`src/rtl/reset_sequencer.sv`:
```
// Reset sequencer for the Ethernet datapath: waits for a filtered PLL lock, holds all
// downstream domains in reset, then releases them one by one with a fixed gap.
module reset_sequencer #(
    parameter int                   NUM_CH          = 4,
    parameter logic [NUM_CH-1:0]    ACTIVE_LOW_MASK = NUM_CH'(1'b1),
    parameter int                   LOCK_FILTER     = 4,
    parameter int                   HOLD_CYCLES     = 16,
    parameter int                   STAGE_GAP       = 8,
    parameter int                   CNT_W           = 8
) (
    input  logic                clk,
    input  logic                rst,
    input  logic                pll_lock,
    input  logic                sw_rst,
    output logic [NUM_CH-1:0]   ch_rst,
    output logic                done,
    output logic [7:0]          lock_loss_cnt
);

    localparam int IDX_W = (NUM_CH > 1) ? $clog2(NUM_CH) : 1;

    localparam logic [CNT_W-1:0]  CNT_ZERO   = {CNT_W{1'b0}};
    localparam logic [CNT_W-1:0]  CNT_ONE    = CNT_W'(1);
    localparam logic [CNT_W-1:0]  LOCK_LAST  = CNT_W'(LOCK_FILTER - 1);
    localparam logic [CNT_W-1:0]  HOLD_LAST  = CNT_W'(HOLD_CYCLES - 1);
    localparam logic [CNT_W-1:0]  GAP_LAST   = CNT_W'(STAGE_GAP - 1);
    localparam logic [IDX_W-1:0]  IDX_ZERO   = {IDX_W{1'b0}};
    localparam logic [IDX_W-1:0]  IDX_ONE    = IDX_W'(1);
    localparam logic [IDX_W-1:0]  LAST_IDX   = IDX_W'(NUM_CH - 1);
    // Output pattern with every channel held in reset, honouring each channel's polarity.
    localparam logic [NUM_CH-1:0] ASSERT_ALL = ~ACTIVE_LOW_MASK;

    typedef enum logic [1:0] {
        LOCK_WAIT = 2'd0,
        HOLD      = 2'd1,
        RELEASE   = 2'd2,
        RUN       = 2'd3
    } state_t;

    state_t             state_r;
    logic               sync_meta_r;
    logic               lock_s;
    logic [CNT_W-1:0]   lock_cnt_r;
    logic [CNT_W-1:0]   cnt_r;
    logic [IDX_W-1:0]   idx_r;
    logic               abort_s;

    // Two-flop synchroniser for the asynchronous PLL lock indicator.
    always_ff @(posedge clk or posedge rst) begin
        if (rst) begin
            sync_meta_r <= 1'b0;
            lock_s      <= 1'b0;
        end else begin
            sync_meta_r <= pll_lock;
            lock_s      <= sync_meta_r;
        end
    end

    // Abort request: only meaningful once lock has been accepted.
    always_comb begin
        if (state_r == LOCK_WAIT) begin
            abort_s = 1'b0;
        end else begin
            abort_s = !lock_s || sw_rst;
        end
    end

    // Sequencing FSM with registered channel resets, done flag and lock-loss counter.
    always_ff @(posedge clk or posedge rst) begin
        if (rst) begin
            state_r       <= LOCK_WAIT;
            lock_cnt_r    <= CNT_ZERO;
            cnt_r         <= CNT_ZERO;
            idx_r         <= IDX_ZERO;
            ch_rst        <= ASSERT_ALL;
            done          <= 1'b0;
            lock_loss_cnt <= 8'd0;
        end else if (abort_s) begin
            state_r    <= LOCK_WAIT;
            lock_cnt_r <= CNT_ZERO;
            cnt_r      <= CNT_ZERO;
            idx_r      <= IDX_ZERO;
            ch_rst     <= ASSERT_ALL;
            done       <= 1'b0;
            // A simultaneous sw_rst and lock loss still counts as one lock loss.
            if (!lock_s && (lock_loss_cnt != 8'hFF)) begin
                lock_loss_cnt <= lock_loss_cnt + 8'd1;
            end else begin
                lock_loss_cnt <= lock_loss_cnt;
            end
        end else begin
            case (state_r)
                LOCK_WAIT: begin
                    ch_rst <= ASSERT_ALL;
                    done   <= 1'b0;
                    cnt_r  <= CNT_ZERO;
                    idx_r  <= IDX_ZERO;
                    if (!lock_s || sw_rst) begin
                        lock_cnt_r <= CNT_ZERO;
                    end else if (lock_cnt_r == LOCK_LAST) begin
                        lock_cnt_r <= CNT_ZERO;
                        state_r    <= HOLD;
                    end else begin
                        lock_cnt_r <= lock_cnt_r + CNT_ONE;
                    end
                end
                HOLD: begin
                    if (cnt_r == HOLD_LAST) begin
                        cnt_r     <= CNT_ZERO;
                        ch_rst[0] <= ACTIVE_LOW_MASK[0];
                        if (NUM_CH == 1) begin
                            state_r <= RUN;
                            done    <= 1'b1;
                        end else begin
                            state_r <= RELEASE;
                            idx_r   <= IDX_ONE;
                        end
                    end else begin
                        cnt_r <= cnt_r + CNT_ONE;
                    end
                end
                RELEASE: begin
                    if (cnt_r == GAP_LAST) begin
                        cnt_r <= CNT_ZERO;
                        for (int i = 0; i < NUM_CH; i++) begin
                            if (IDX_W'(i) == idx_r) begin
                                ch_rst[i] <= ACTIVE_LOW_MASK[i];
                            end
                        end
                        if (idx_r == LAST_IDX) begin
                            state_r <= RUN;
                            done    <= 1'b1;
                        end else begin
                            idx_r <= idx_r + IDX_ONE;
                        end
                    end else begin
                        cnt_r <= cnt_r + CNT_ONE;
                    end
                end
                RUN: begin
                    done <= 1'b1;
                end
                default: begin
                    state_r    <= LOCK_WAIT;
                    lock_cnt_r <= CNT_ZERO;
                    cnt_r      <= CNT_ZERO;
                    idx_r      <= IDX_ZERO;
                    ch_rst     <= ASSERT_ALL;
                    done       <= 1'b0;
                end
            endcase
        end
    end

endmodule

```
`config.mk`:
```
export PLATFORM = sky130hd
export DESIGN_NAME = reset_sequencer
export DESIGN_NICKNAME = d
export VERILOG_FILES = /design/src/rtl/reset_sequencer.sv
export SDC_FILE = /design/constraint.sdc
export NUM_CORES = 1
export LEC_CHECK = 0
export CAP_MARGIN = 25
export CORE_MARGIN = 5
export CORE_UTILIZATION = 35
export DETAILED_ROUTE_END_ITERATION = 8
export GPL_TIMING_DRIVEN = 0
export SLEW_MARGIN = 20
export SYNTH_ARGS = -nofsm -noshare
export SYNTH_HDL_FRONTEND = slang
export SYNTH_SLANG_ARGS = --single-unit
export TNS_END_PERCENT = 50
```
`constraint.sdc`:
```
create_clock -name clk -period 3.2 [get_ports clk]
set_clock_uncertainty 0.15 [all_clocks]
set_input_delay 0.32 -clock clk [delete_from_list [all_inputs] [get_ports clk]]
set_output_delay 0.32 -clock clk [all_outputs]
set_load 0.1 [all_outputs]
```
== Word level (Yosys, flattened, before mapping) ==
Index checks and enable logic that the tools add are counted.
Widths: inputs -> output; s select.

* Equal/unequal tests: 21
* Shifts and indexed selects: 0
* Multiply operators: 0
* Mux-type cells: 34
* Bitwise gates (word level): 0
* Reduce and logical (&&, ||, !) cells: 17
* Add/subtract/negate cells: 4
* Order comparisons: 0
* Div/mod/pow operators: 0

{| class="wikitable"
|+ Operators with widths
! operator !! number
|-
| $mux 8 || 7
|-
| $ne 3x3->1 const B || 9
|-
| $add 8x1->8 const B || 3
|-
| $pmux 8 s3 || 1
|-
| $mux 2 || 10
|-
| $pmux 2 s3 || 2
|-
| $reduce_and 3->1 || 4
|-
| $mux 1 || 9
|-
| $eq 8x2->1 const B || 1
|-
| $eq 8x3->1 const B || 1
|-
| $eq 8x4->1 const B || 1
|-
| $mux 4 || 2
|-
| $ne 8x8->1 const B || 1
|-
| $reduce_and 4->1 || 2
|-
| $reduce_bool 4->1 || 2
|-
| $eq 2x2->1 const B || 3
|-
| $pmux 1 s3 || 2
|-
| $pmux 3 s2 || 1
|-
| $reduce_and 6->1 || 1
|-
| $eq 2x2->1 const A || 2
|-
| $logic_not 2->1 || 2
|-
| $ne 3x2->1 const B || 1
|-
| $reduce_bool 3->1 || 1
|-
| $add 2x1->2 const B || 1
|-
| other kinds (7) || 7
|}

* Register bits: 35
* Memories: 0
* Bits in read-only memories: 0
* Output and inout port bits: 13
* Memory bits (writable): 0
* Bits in latches: 0
* Input bits: 4

== Depth between registers and ports, before layout ==
Gate-level depths: netlist of run 1.

* Depth after elaboration: 5
* Mapped depth: 8

== Worst setup path before layout of run 1 ==
No wires, ideal clock.

* Kind: register to register
* From: register lock_loss_cnt[0]
* To: register lock_loss_cnt[3]
* Arrival time: 2,106 ps
* Setup slack: 785 ps
* Path buffers: 0
* Required time: 2,891 ps
* Library setup time: 159 ps
* Stages on the path, launching flop included: 7
* Path through: dfrtp_1 ha_1 nand2_1 nor3_1 nor3_1 nand4_1 xnor2_1

* Cells in the longest elaborated chain, start to end: 3
* Elaborated cells between the ends (all ways): 4
* Those cells by class: add/sub: 1; eq/ne: 1; reduce/logical: 2

{| class="wikitable"
|+ RTL lines
! what !! line !! RTL
|-
| from (decl) || 17 || <nowiki>output logic [7:0] lock_loss_cnt</nowiki>
|-
| from (signal assigned) || 87 || <nowiki>lock_loss_cnt <= lock_loss_cnt + 8'd1;</nowiki>
|-
| from (signal assigned) || 89 || <nowiki>lock_loss_cnt <= lock_loss_cnt;</nowiki>
|-
| branches (longest 3 deep; another with $add 8x1->8) || - ||
|}

Several ways; the timed one is not identified.
A chain may end at the register's enable or synchronous reset.

== Worst setup path after layout of run 1 ==
* From: register ch_rst[1]
* To: output ch_rst[1]

{| class="wikitable"
|+ RTL lines
! what !! line !! RTL
|-
| from (decl) || 15 || <nowiki>output logic [NUM_CH-1:0] ch_rst,</nowiki>
|-
| from (signal, indexed assignment) || 127 || <nowiki>ch_rst[i] <= ACTIVE_LOW_MASK[i];</nowiki>
|}

No word-level cell between the ends.

==> results of run 1 <==
==> path summary, 6_finish.rpt <==
kind | start | end | slack, ns | cells past startpoint
worst max-delay path | ch_rst[1] | ch_rst[1] | 0.77 | 1
worst min-delay path | sync_meta_r | lock_s | 0.21 | 0
worst max register to register | state_r[1] | state_r[1] | 0.82 | 8
worst min register to register | sync_meta_r | lock_s | 0.21 | 0
max in group asynchronous | rst | state_r[0] | 2.10 | 2
min in group asynchronous | rst | cnt_r[0] | 0.33 | 2
==> where the power goes <==
part | total [uW] | internal [uW] | switching, uW | leakage (uW)
Sequential | 583 | 509 | 74.2 | 0.000462
Clock | 314 | 155 | 159 | 0.0000395
Combinational | 954 | 299 | 655 | 0.000474
Total | 1850 | 963 | 888 | 0.000975
==> per-layer routing <==
metal | vias to the layer above | global-route usage, % | part of all wire, %
li1 | 773 | - | -
met1 | 751 | 15.4 | 49
met2 | 16 | 19.4 | 47
met3 | 8 | 2.91 | 2.7
met4 | 0 | 5.18 | 1.9
met5 | - | 0 | 0
==> layout by cell type, fill, tap and decap left out, types with 3 or more instances in the layout <==
cell / netlist / final
a31oi_1: 5 / 5
nor3_1: 5 / 5
a21o_1: 4 / 4
nand2b_1: 8 / 8
a22o_1: 4 / 4
and3_1: 3 / 3
nand4_1: 3 / 3
dfrtp_1: 32 / 32
a21oi_1: 5 / 5
nand2_1: 19 / 19
ha_1: 12 / 12
xnor2_1: 7 / 7
clkbuf_8: 0 / 5
clkbuf_1: 4 / 7
clkdlybuf4s50_1: 0 / 16
o21ai_0: 15 / 15
inv_1: 6 / 5
dfstp_2: 3 / 3
nand3_1: 11 / 11
nor2_1: 15 / 15
==> state kept, by name, indices dropped and copies added, names as in the netlist <==
signal,cells
cnt_r,8
lock_cnt_r,8
lock_loss_cnt,8
sync_meta_r,1
done,1
ch_rst,4
state_r,2
lock_s,1
idx_r,2
==> cell families after synthesis <==
logic type	Yosys count	synth area share (%)
DFF	35	44.5
buffers and inverters	12	2.72
adders and majority gates	12	7.60
xor gates and xnor gates	9	3.99
and+or+nand+nor	76	20.1
muxes	4	2.15
AOI/OAI and AO/OA	53	18.9
==> stage by stage <==
stage | power [uW] | worst slack, ns
6_report | 1850 | 0.766
5_1_grt | 1970 | 0.665
3_3_place_gp | 1530 | 0.917
4_1_cts | 1860 | 0.753
3_5_place_dp | 1540 | 0.858
2_1_floorplan | 1320 | 0.785
==> layout make-up <==
class,count,area [um2]
plain buffers,6,31.3
fillers,549,3200
multi-input cells,154,1040
flip-flops and latches,35,880
clock buffers,8,80.1
well taps,72,90.1
repair buffers,16,160
inverters,6,22.5
==> run metrics, run 1 <==
CTS Root Cell clkbuf_8; final wirelength 4040 um; # DRC 0; Finished Layout Cells 297; layout cells sized above 1 9.33%; htree depth 2; critical path capture point type output pin; Post-DP HPWL 2820 um; Final #Nets 240; core area 0.00551 mm2; 1st-iter DRT viols 62; Synth area leaders dfrtp_1 (41%), ha_1 (7.6%), dfstp_2 (4.0%), o21ai_0 (3.8%), nand2_1 (3.6%); Worst Path Max Fanout 3; Setup Total Neg Slack 0 ns; dpl cells 289; final instance area 0.00231 mm2; Yosys cell types 48; slowest CP cell clkdlybuf4s50_1; Top Family by Delay on Critical Path buffers and inverters; Initial Utilization 35.9%; Resized Gates After CTS 0; clock-pin slew on the worst setup and hold paths 0.07 ns; die height 85.1 um; via count 1548; post-synthesis sequential area ratio 44.5%; worst-margin pin slew 0.973 ns; status complete, no violations; period utilisation layout 76.1%; kind of critical path flip-flop to output pin; vias in the first global route 1547; TritonRoute pass-1 iters 4; Yosys warning total 0; Synth top cells by count dfrtp_1 (32), nand2_1 (19), nor2_1 (15), o21ai_0 (15), ha_1 (12); post-synth top area cell dfrtp_1; Post-Syn Nets 217; final core occ 41.9%; # Max-Cap Violations 0; area growth from synthesis to layout 16.7%; register bit count reported by yosys 35; hold_ws 0.208 ns; Cell Area, Placed 0.00223 mm2; CP Cell Sequence clkdlybuf4s50_1; Max IR drop VDD 0.833 mV; Port Buffers 16; DR vias/cell 5.21; syn avg cell area 9.83 um2; leakage 0.000975 uW; Sink Count 35; post-synth top area share 40.5%; postcts setup bufs 0; Die Footprint 0.00725 mm2; gr ovfl total 0; IO Pins 17; Worst Path Arrival 1.96 ns; CP Buf/Inv Count 1; Crit path largest cell delay 1.13 ns; Max Slew Vio Count 0; Synth Flop Type dfrtp_1; largest net degree at the start of global routing 36; crit path launch type flip-flop; worst skew pair latency 0.29 ns; RSZ-0062 raised after global routing false; GPL Wtd Cong 0.790; EDFF count, synth 0; first-pass GRT wire length 7030 um; Fmax 411 MHz; initial antenna violation count 0; worst path required time 2.73 ns; row count 27; Post-CTS Hold Buffers 0; Total GRT Usage 12.0%; worst rel slew slack 34.9%; TritonCTS Buffers 5; Worst Hold Class flip-flop to flip-flop; clk buf depth 2; Die Wd 85.1 um; pwr dens 803 mW/mm2; diode count 0; final setup fails 0; fin crit period 2.43 ns; Gate Count Post-Synth 201; Post-Synthesis Cell Area 0.00198 mm2; antenna-violating nets left 0; Hold Violations, Final 0; most frequent cell after synthesis dfrtp_1; CTS tree done; FFs w/ async S/R, synth 100%; Routed wire per std cell 13.6 um
Power figures use the tool's default switching activity.
==> inputs of run 2 (changes only) <==
Clock period 3.2 ns to 2.05 ns, I/O delays scaled along.
==> run 2 against run 1 <==
Compared with the run above:
- power increased by 66%
- hold slack lost 0.17 ns
- final area increased by 4.4%
- via count grew 0.32%
- sequential power is 57% higher
- non-clock buffer count up 1
- utilization increased by 1.9 points
- critical path type is now flip-flop to flip-flop
- largest power group unchanged
==> run metrics, run 2 (synthesized netlist as in run 1, its figures left out) <==
status complete, no violations; Worst Path Max Fanout 5 (+2); Post-DP HPWL 2840 um (+0.56%); Routed wire per std cell 13.9 um (+2.4%); Worst Hold Class primary input to async pin; Finished Layout Cells 298 (+0.34%); reg2reg end state_r[1]; 1st-iter DRT viols 80 (+29%); vias in the first global route 1512 (-2.3%); pwr dens 1270 mW/mm2 (+59%); TritonCTS Buffers 5 (unchanged); FF-to-FF Start lock_cnt_r[4]; DR vias/cell 5.21 (about the same); Initial Utilization 35.9% (unchanged); Crit path largest cell delay 0.57 ns (-0.56 ns); final wirelength 4140 um (+2.7%); htree depth 2 (unchanged); clock-pin slew on the worst setup and hold paths 0.07 ns (about the same); CP Buf/Inv Count 0 (-1); worst rel slew slack 36.1% (+1.1 points); hold_ws 0.0368 ns (-0.171 ns); antenna-violating nets left 0 (unchanged); area growth from synthesis to layout 21.9%; critical path capture point type flip-flop; worst skew pair latency 0.29 ns (about the same); Fmax 496 MHz; Die Footprint 0.00725 mm2 (unchanged); Final #Nets 241 (+0.42%); RSZ-0062 raised after global routing true; most frequent cells in the layout dfrtp_1 (30), nand2_1 (19), nor2_1 (15); Setup WS post-layout 0.0335 ns (-0.733 ns); kind of critical path flip-flop to flip-flop; worst path required time 2.09 ns (-0.64 ns); Max Slew Vio Count 0 (unchanged); commonest non-fill, non-tap cell in the layout dfrtp_1; via count 1553 (+0.32%); r2r worst-path depth 5 (-3); Hold Violations, Final 0 (unchanged); row count 27 (unchanged); dpl cells 290 (+0.35%); layout cells sized above 1 17.7% (+8.4 points); Worst Setup SP lock_cnt_r[4]; diode count 0 (unchanged); die height 85.1 um (unchanged); Max IR drop VDD 0.935 mV (+12%); final setup fails 0 (unchanged); first-pass GRT wire length 7090 um (+0.78%); Post-CTS Hold Buffers 0 (unchanged); Setup Total Neg Slack 0 ns (unchanged); gr ovfl total 0 (unchanged); # Max-Cap Violations 0 (unchanged); clk buf depth 2 (unchanged); Die Wd 85.1 um (unchanged); fin crit period 2.02 ns; leakage 0.00105 uW (+7.7%); GPL Wtd Cong 0.767 (-2.9%); Place WS -0.282 ns (-1.14 ns); Top Family by Delay on Critical Path compound AO/OA/AOI/OAI gates; Regs by FF count cnt_r (8), lock_cnt_r (8), lock_loss_cnt (8); largest net degree at the start of global routing 23 (-36%); Worst Path Arrival 2.05 ns (+0.09 ns); CTS tree done; Port Buffers 16 (unchanged); Sink Count 35 (unchanged); CP Cell Sequence or4_4 > o41ai_4 > o211ai_1 > a21o_1 > a21o_1; # DRC 0 (unchanged); reg-to-reg slack, setup 0.03 ns (-0.79 ns); worst-margin pin slew 0.963 ns (-0.00985 ns); CTS Root Cell clkbuf_8; Crit path top cell by count a21o_1; core area 0.00551 mm2 (unchanged); Total GRT Usage 11.9% (-0.11 points); slowest CP cell or4_4; initial antenna violation count 0 (unchanged); IO Pins 17 (unchanged); TritonRoute pass-1 iters 4 (unchanged); period utilisation layout 98.4%; crit path launch type flip-flop
[run 2: cell count changes in the layout (fill, tap and decap cells not counted), moves of 3 or more]
cell / previous run / this run
clkbuf_1: 7 / 1
clkbuf_2: 0 / 3
clkdlybuf4s50_1: 16 / 3
dlygate4sd2_1: 0 / 10
[run 2: worst max-delay path by stage]
stage	end	depth (start not counted)
global route	lock_cnt_r[3]	6
detailed placement	state_r[1]	8
floorplan	lock_loss_cnt[1]	4
CTS	idx_r[0]	7
global placement	state_r[1]	8
finish	state_r[1]	5
[run 2: final cells by class]
class / instances / area [um2]
plain buffers: 5 / 32.5
clock buffers: 7 / 96.3
clock inverters: 1 / 7.51
fillers: 541 / 3100
inverters: 6 / 22.5
multi-input cells: 154 / 1100
flip-flops and latches: 35 / 882
well taps: 72 / 90.1
repair buffers: 18 / 173
[run 2: worst reg2reg max path, stage by stage, from the launching register on]
cell	delay [ns]
dfrtp_1	0.42
or4_4	0.57
o41ai_4	0.23
o211ai_1	0.18
a21o_1	0.20
a21o_1	0.18
[run 2: timing repair]
action / in CTS / in global routing
gates resized for setup: 19 / 16
endpoints found under the setup margin: 36 / 17
pin swaps: 0 / 2
buffers inserted: 1 / 0
endpoints found under the hold margin: 0 / 0
[run 2: metal layers]
metal	track usage [%]	part of all wire, %
met1	14.8	47
met2	20.2	48
met3	3.01	3.4
met4	3.88	1.4
met5	0	0
[run 2: through the flow]
stage	power (uW)	utilization (%)	instance area (um2)
after floorplan	2070	-	1980
after global placement	2400	40.6	2230
after detailed placement	2410	41.1	2260
after CTS	3000	42.9	2360
after global routing	3260	43.7	2410
final	3070	43.7	2410
[run 2: power breakdown]
group	leakage [uW]	switching (uW)	internal, uW
clock	0.0000505	266	306
sequential	0.000460	116	798
combinational	0.000540	1050	533
==> patch 1, RTL diff (config.mk and constraints of run 2) <==
Register the output `lock_loss_cnt` once more, with the module's reset; this adds one clock of latency there. The other outputs are not delayed to match.
--- a/src/rtl/reset_sequencer.sv
+++ b/src/rtl/reset_sequencer.sv
@@ -37,6 +37,8 @@
         RUN       = 2'd3
     } state_t;
 
+    logic [7:0] lock_loss_cnt_s0;
+
     state_t             state_r;
     logic               sync_meta_r;
     logic               lock_s;
@@ -74,7 +76,7 @@
             idx_r         <= IDX_ZERO;
             ch_rst        <= ASSERT_ALL;
             done          <= 1'b0;
-            lock_loss_cnt <= 8'd0;
+            lock_loss_cnt_s0 <= 8'd0;
         end else if (abort_s) begin
             state_r    <= LOCK_WAIT;
             lock_cnt_r <= CNT_ZERO;
@@ -83,10 +85,10 @@
             ch_rst     <= ASSERT_ALL;
             done       <= 1'b0;
             // A simultaneous sw_rst and lock loss still counts as one lock loss.
-            if (!lock_s && (lock_loss_cnt != 8'hFF)) begin
-                lock_loss_cnt <= lock_loss_cnt + 8'd1;
+            if (!lock_s && (lock_loss_cnt_s0 != 8'hFF)) begin
+                lock_loss_cnt_s0 <= lock_loss_cnt_s0 + 8'd1;
             end else begin
-                lock_loss_cnt <= lock_loss_cnt;
+                lock_loss_cnt_s0 <= lock_loss_cnt_s0;
             end
         end else begin
             case (state_r)
@@ -152,5 +154,13 @@
         end
     end
 
+    always_ff @(posedge clk or posedge rst) begin
+        if (rst) begin
+            lock_loss_cnt <= '0;
+        end else begin
+            lock_loss_cnt <= lock_loss_cnt_s0;
+        end
+    end
+
 endmodule
 
Behaviour: not the same (Yosys sat finds a counterexample within 10 cycles, from zero or initial values and one cycle with rst high).
==> patch 1 against run 2 <==
Synthesized area increased by 8.2%; routed wire length increased by 5.9%; non-clock buffer count increased by 15; count of clock-buffer cells in the layout is 2 lower; setup slack lost 21 ps; critical path depth shrank 1; sequential cell count rose by 8; final area increased by 15%; global-route usage up 0.44 points; power increased by 19%; sequential share of layout area increased by 2.5 points; critical path type unchanged; critical endpoint is now state_r[0]; highest routed layer unchanged.
==> patch 1: results (changes against run 2) <==
Worst ir drop on vdd - 1.12 mV (was 0.935 mV)
Total number of nets in the final design - 254 (was 241)
Worst rel slew slack - 35.9% (was 36.1%)
Biggest area contributors in the synthesized netlist - sky130_fd_sc_hd__dfrtp_1 (47%), sky130_fd_sc_hd__ha_1 (7.0%), sky130_fd_sc_hd__dfstp_2 (3.7%) (was sky130_fd_sc_hd__dfrtp_1 (41%), sky130_fd_sc_hd__ha_1 (7.6%), sky130_fd_sc_hd__dfstp_2 (4.0%))
Data arrival time at the worst-slack endpoint - 2070 ps (was 2050 ps)
R2R depth - 4 (was 5)
Number of vias per cell after detailed routing - 5.10 (was 5.21)
DR WL/cell - 14.0 microns (was 13.9 microns)
Worst-case register-to-register setup slack - 10 ps (was 30 ps)
CTS clk-pin slew, worst paths - 90 ps (was 70 ps)
Kind of cell adding the most delay to the critical path - simple AND/OR/NAND/NOR gates (was compound AO/OA/AOI/OAI gates)
Status - finished clean (unchanged)
Total met2 wirelength after detailed routing - 2090 microns (was 2000 microns)
Critical path destination - state_r[0] (was state_r[1])
P_leak - 0.00123 uW (was 0.00105 uW)
Met1 Wirelength - 2080 microns (was 1950 microns)
Mux contribution to synthesized area - 2.11% (was 2.15%)
Layout cell share with drive strength beyond 1 - 25.9% (was 17.7%)
Placer's final routability congestion estimate - 0.743 (was 0.767)
First-pass GRT wire length - 7490 microns (was 7090 microns)
Clock distribution power - 690 uW (was 572 uW)
Sequential area share after synthesis - 50.5% (was 44.5%)
Internal power of the cells - 2070 uW (was 1640 uW)
DRT iter0 DRCs - 30 (was 80)
Synthesized-area fraction occupied by ao, oa, aoi and oai cells - 15.0% (was 18.9%)
Hpwl dp - 2840 microns (about the same)
Most instantiated cells after synthesis - sky130_fd_sc_hd__dfrtp_1 (40), sky130_fd_sc_hd__nand2_1 (17), sky130_fd_sc_hd__nand3_1 (13), sky130_fd_sc_hd__o21ai_0 (13) (was sky130_fd_sc_hd__dfrtp_1 (32), sky130_fd_sc_hd__nand2_1 (19), sky130_fd_sc_hd__nor2_1 (15), sky130_fd_sc_hd__o21ai_0 (15), sky130_fd_sc_hd__ha_1 (12))
Power in sequential cells - 1130 uW (was 915 uW)
Total wire length - 4390 microns (was 4140 microns)
Sum of met3 wire segment lengths after detailed routing - 152 microns (was 141 microns)
Maximum number of pins on one net before global-route repair - 34 (was 23)
Xor-xnor portion of the synthesized cell area - 3.28% (was 3.99%)
[patch 1: cell types whose count changed in the layout (fill, tap and decap cells not counted), moves of 4 or more]
| cell | delta |
|---|---|
| sky130_fd_sc_hd__a22o_1 | -4 |
| sky130_fd_sc_hd__buf_4 | +13 |
| sky130_fd_sc_hd__dfrtp_1 | +9 |
| sky130_fd_sc_hd__nand2b_1 | -4 |
| sky130_fd_sc_hd__nor2_1 | -4 |
[patch 1: layer usage]
metal | track usage [%] | vias up
met1 | 16.7 | 780
met5 | 0 | -
met4 | 4.12 | 0
met3 | 3.20 | 6
met2 | 19.3 | 23
li1 | - | 791
[patch 1: timing repair]
| item | in CTS | in global routing |
|---|---|---|
| setup endpoints to repair | 19 | 13 |
| setup buffers | 5 | 10 |
| hold buffers | 1 | 0 |
| hold endpoints to repair | 10 | 0 |
| pin swaps | 3 | 13 |
| gates resized for setup | 26 | 25 |
[patch 1: stage by stage]
stage	instance area (sq um)	setup WS (ps)	hold slack [ps]	utilization, %
2_1_floorplan	2140	28.1	86.4	-
3_3_place_gp	2390	-246	185	40.4
3_5_place_dp	2410	-224	185	40.7
4_1_cts	2620	-24.9	176	44.2
5_1_grt	2770	-74.6	159	46.7
6_report	2770	12.1	186	46.7
[patch 1: worst min path at each step]
stage                        to  slack, ps
floorplan           sync_meta_r         90
global placement         lock_s        190
detailed placement       lock_s        180
CTS                 sync_meta_r        180
global route        sync_meta_r        160
finish              sync_meta_r        190
[patch 1: final cells by class]
cell class / instances / share of cell area [%]
Clock inverter: 3 / 1.67
Inverter: 8 / 1.09
Timing Repair Buffer: 33 / 10.3
Sequential cell: 43 / 39.1
Clock buffer: 5 / 2.49
Multi-Input combinational cell: 142 / 40.1
Buffer: 5 / 1.90
Tap cell: 75 / 3.39
==> patch 2, RTL diff (flow settings as in run 2) <==
Made on the original files. `NUM_CH`: 4 -> 8.
--- a/src/rtl/reset_sequencer.sv
+++ b/src/rtl/reset_sequencer.sv
@@ -1,7 +1,7 @@
 // Reset sequencer for the Ethernet datapath: waits for a filtered PLL lock, holds all
 // downstream domains in reset, then releases them one by one with a fixed gap.
 module reset_sequencer #(
-    parameter int                   NUM_CH          = 4,
+    parameter int                   NUM_CH          = 8,
     parameter logic [NUM_CH-1:0]    ACTIVE_LOW_MASK = NUM_CH'(1'b1),
     parameter int                   LOCK_FILTER     = 4,
     parameter int                   HOLD_CYCLES     = 16,
Ports: changed (resized ch_rst); port bits go from 17 to 21. The function was not compared with the original's and may differ.
==> patch 2 against run 2 <==
The flow now finishes with violations (negative setup slack); setup slack got worse by 210 ps; routed wire length increased by 9.5%; critical path type unchanged; critical endpoint unchanged; final area increased by 18%; sequential cell count increased by 5; synthesized area increased by 8.3%; global-route usage increased by 0.34 points; sequential share of layout area decreased by 0.59 points; clock power decreased by 10%; power increased by 7.7%; critical path depth unchanged.
==> patch 2: results (changes against run 2) <==
Status - finished, violations left (was finished clean)
Failing checks - negative setup slack
Final setup margin - -177 ps (was 33.5 ps)
Placer's final routability congestion estimate - 0.752 (was 0.767)
Total met2 wirelength after detailed routing - 2240 microns (was 2000 microns)
Number of buffers inserted by port buffering - 20 (was 16)
Layout cell share with drive strength beyond 1 - 28.7% (was 17.7%)
Non-filler cells in the finished layout - 336 (was 298)
Via Count - 1,730 (was 1,553)
Worst ir drop on vdd - 1.54 mV (was 0.935 mV)
First-pass GRT wire length - 7490 microns (was 7090 microns)
Fraction of power spent switching nets - 46.0% (was 46.7%)
Pre-CTS setup slack - -417 ps (was -282 ps)
Syn avg cell area - 10.0 sq um (was 9.83 sq um)
Syn_nets - 231 (was 217)
Total placed instance area - 2500 sq um (was 2260 sq um)
Transition time at the pin with the least slew margin - 968 ps (was 963 ps)
GR Util All Layers - 12.3% (was 11.9%)
DP Cell Count - 310 (was 290)
Met2 usage in global routing - 20.4% (was 20.2%)
Critical path fanouts, max - 3 (was 5)
Total number of nets in the final design - 277 (was 241)
Met1 track demand over resource - 15.6% (was 14.8%)
P_leak - 0.00122 uW (was 0.00105 uW)
Sequential area share after synthesis - 47.2% (was 44.5%)
Biggest area contributors in the synthesized netlist - sky130_fd_sc_hd__dfrtp_1 (39%), sky130_fd_sc_hd__dfstp_2 (8.6%), sky130_fd_sc_hd__ha_1 (7.6%) (was sky130_fd_sc_hd__dfrtp_1 (41%), sky130_fd_sc_hd__ha_1 (7.6%), sky130_fd_sc_hd__dfstp_2 (4.0%))
Total wire length - 4540 microns (was 4140 microns)
Final TNS setup - -1000 ps (was 0 ps)
Maximum number of pins on one net before global-route repair - 25 (was 23)
Hpwl dp - 3090 microns (was 2840 microns)
Data arrival time at the worst-slack endpoint - 2250 ps (was 2050 ps)
Met3 routing resource usage after global routing - 2.63% (was 3.01%)
Number of setup violations in the final report - 10 (was 0)
## patch 2: critical path, cell delays in order (launching register included)
cell                       delay, ps
sky130_fd_sc_hd__dfrtp_1         380
sky130_fd_sc_hd__or4_4           570
sky130_fd_sc_hd__o21a_4          240
sky130_fd_sc_hd__o22a_1          170
sky130_fd_sc_hd__a211oi_2        250
sky130_fd_sc_hd__mux2_4          340
## patch 2: power groups by stage
stage	clock [uW]	combinational [uW]	sequential (uW)
detailed placement	0	1520	1070
global placement	0	1500	1070
floorplan	0	728	1520
global route	567	1850	1070
finish	512	1740	1050
CTS	531	1670	1050
## patch 2: path summary, 6_finish.rpt
path	endpoint	start	slack, ps	depth (start not counted)
worst max-delay path	state_r[1]	cnt_r[5]	-180	5
worst min-delay path	lock_cnt_r[4]	rst	50	2
worst max register to register	state_r[1]	cnt_r[5]	-180	5
worst min register to register	lock_s	sync_meta_r	200	0
max in group asynchronous	ch_rst[4]	rst	1160	3
min in group clk	lock_s	sync_meta_r	200	0
## patch 2: cell families after synthesis
family | synth area share (%)
DFF | 47.2
and+or+nand+nor | 17.8
AOI/OAI and AO/OA | 17.6
xor gates and xnor gates | 3.68
adders and majority gates | 7.60
muxes | 3.98
buffers and inverters | 2.11
## patch 2: what timing repair did
item,in CTS,in global routing
pin swaps,4,9
hold endpoints to repair,0,0
setup endpoints to repair,49,33
resized for setup,39,24
gates cloned,0,1
buffers inserted,10,7
## patch 2: final cells by class
| type | count | area [sq um] |
|---|---|---|
| clock inverter | 1 | 5.00 |
| multi-input combinational | 163 | 1250 |
| fill | 576 | 3080 |
| tap | 75 | 93.8 |
| sequential | 40 | 1020 |
| inverter | 9 | 33.8 |
| buffer | 3 | 17.5 |
| clock buffer | 7 | 76.3 |
| timing repair buffer | 38 | 339 |
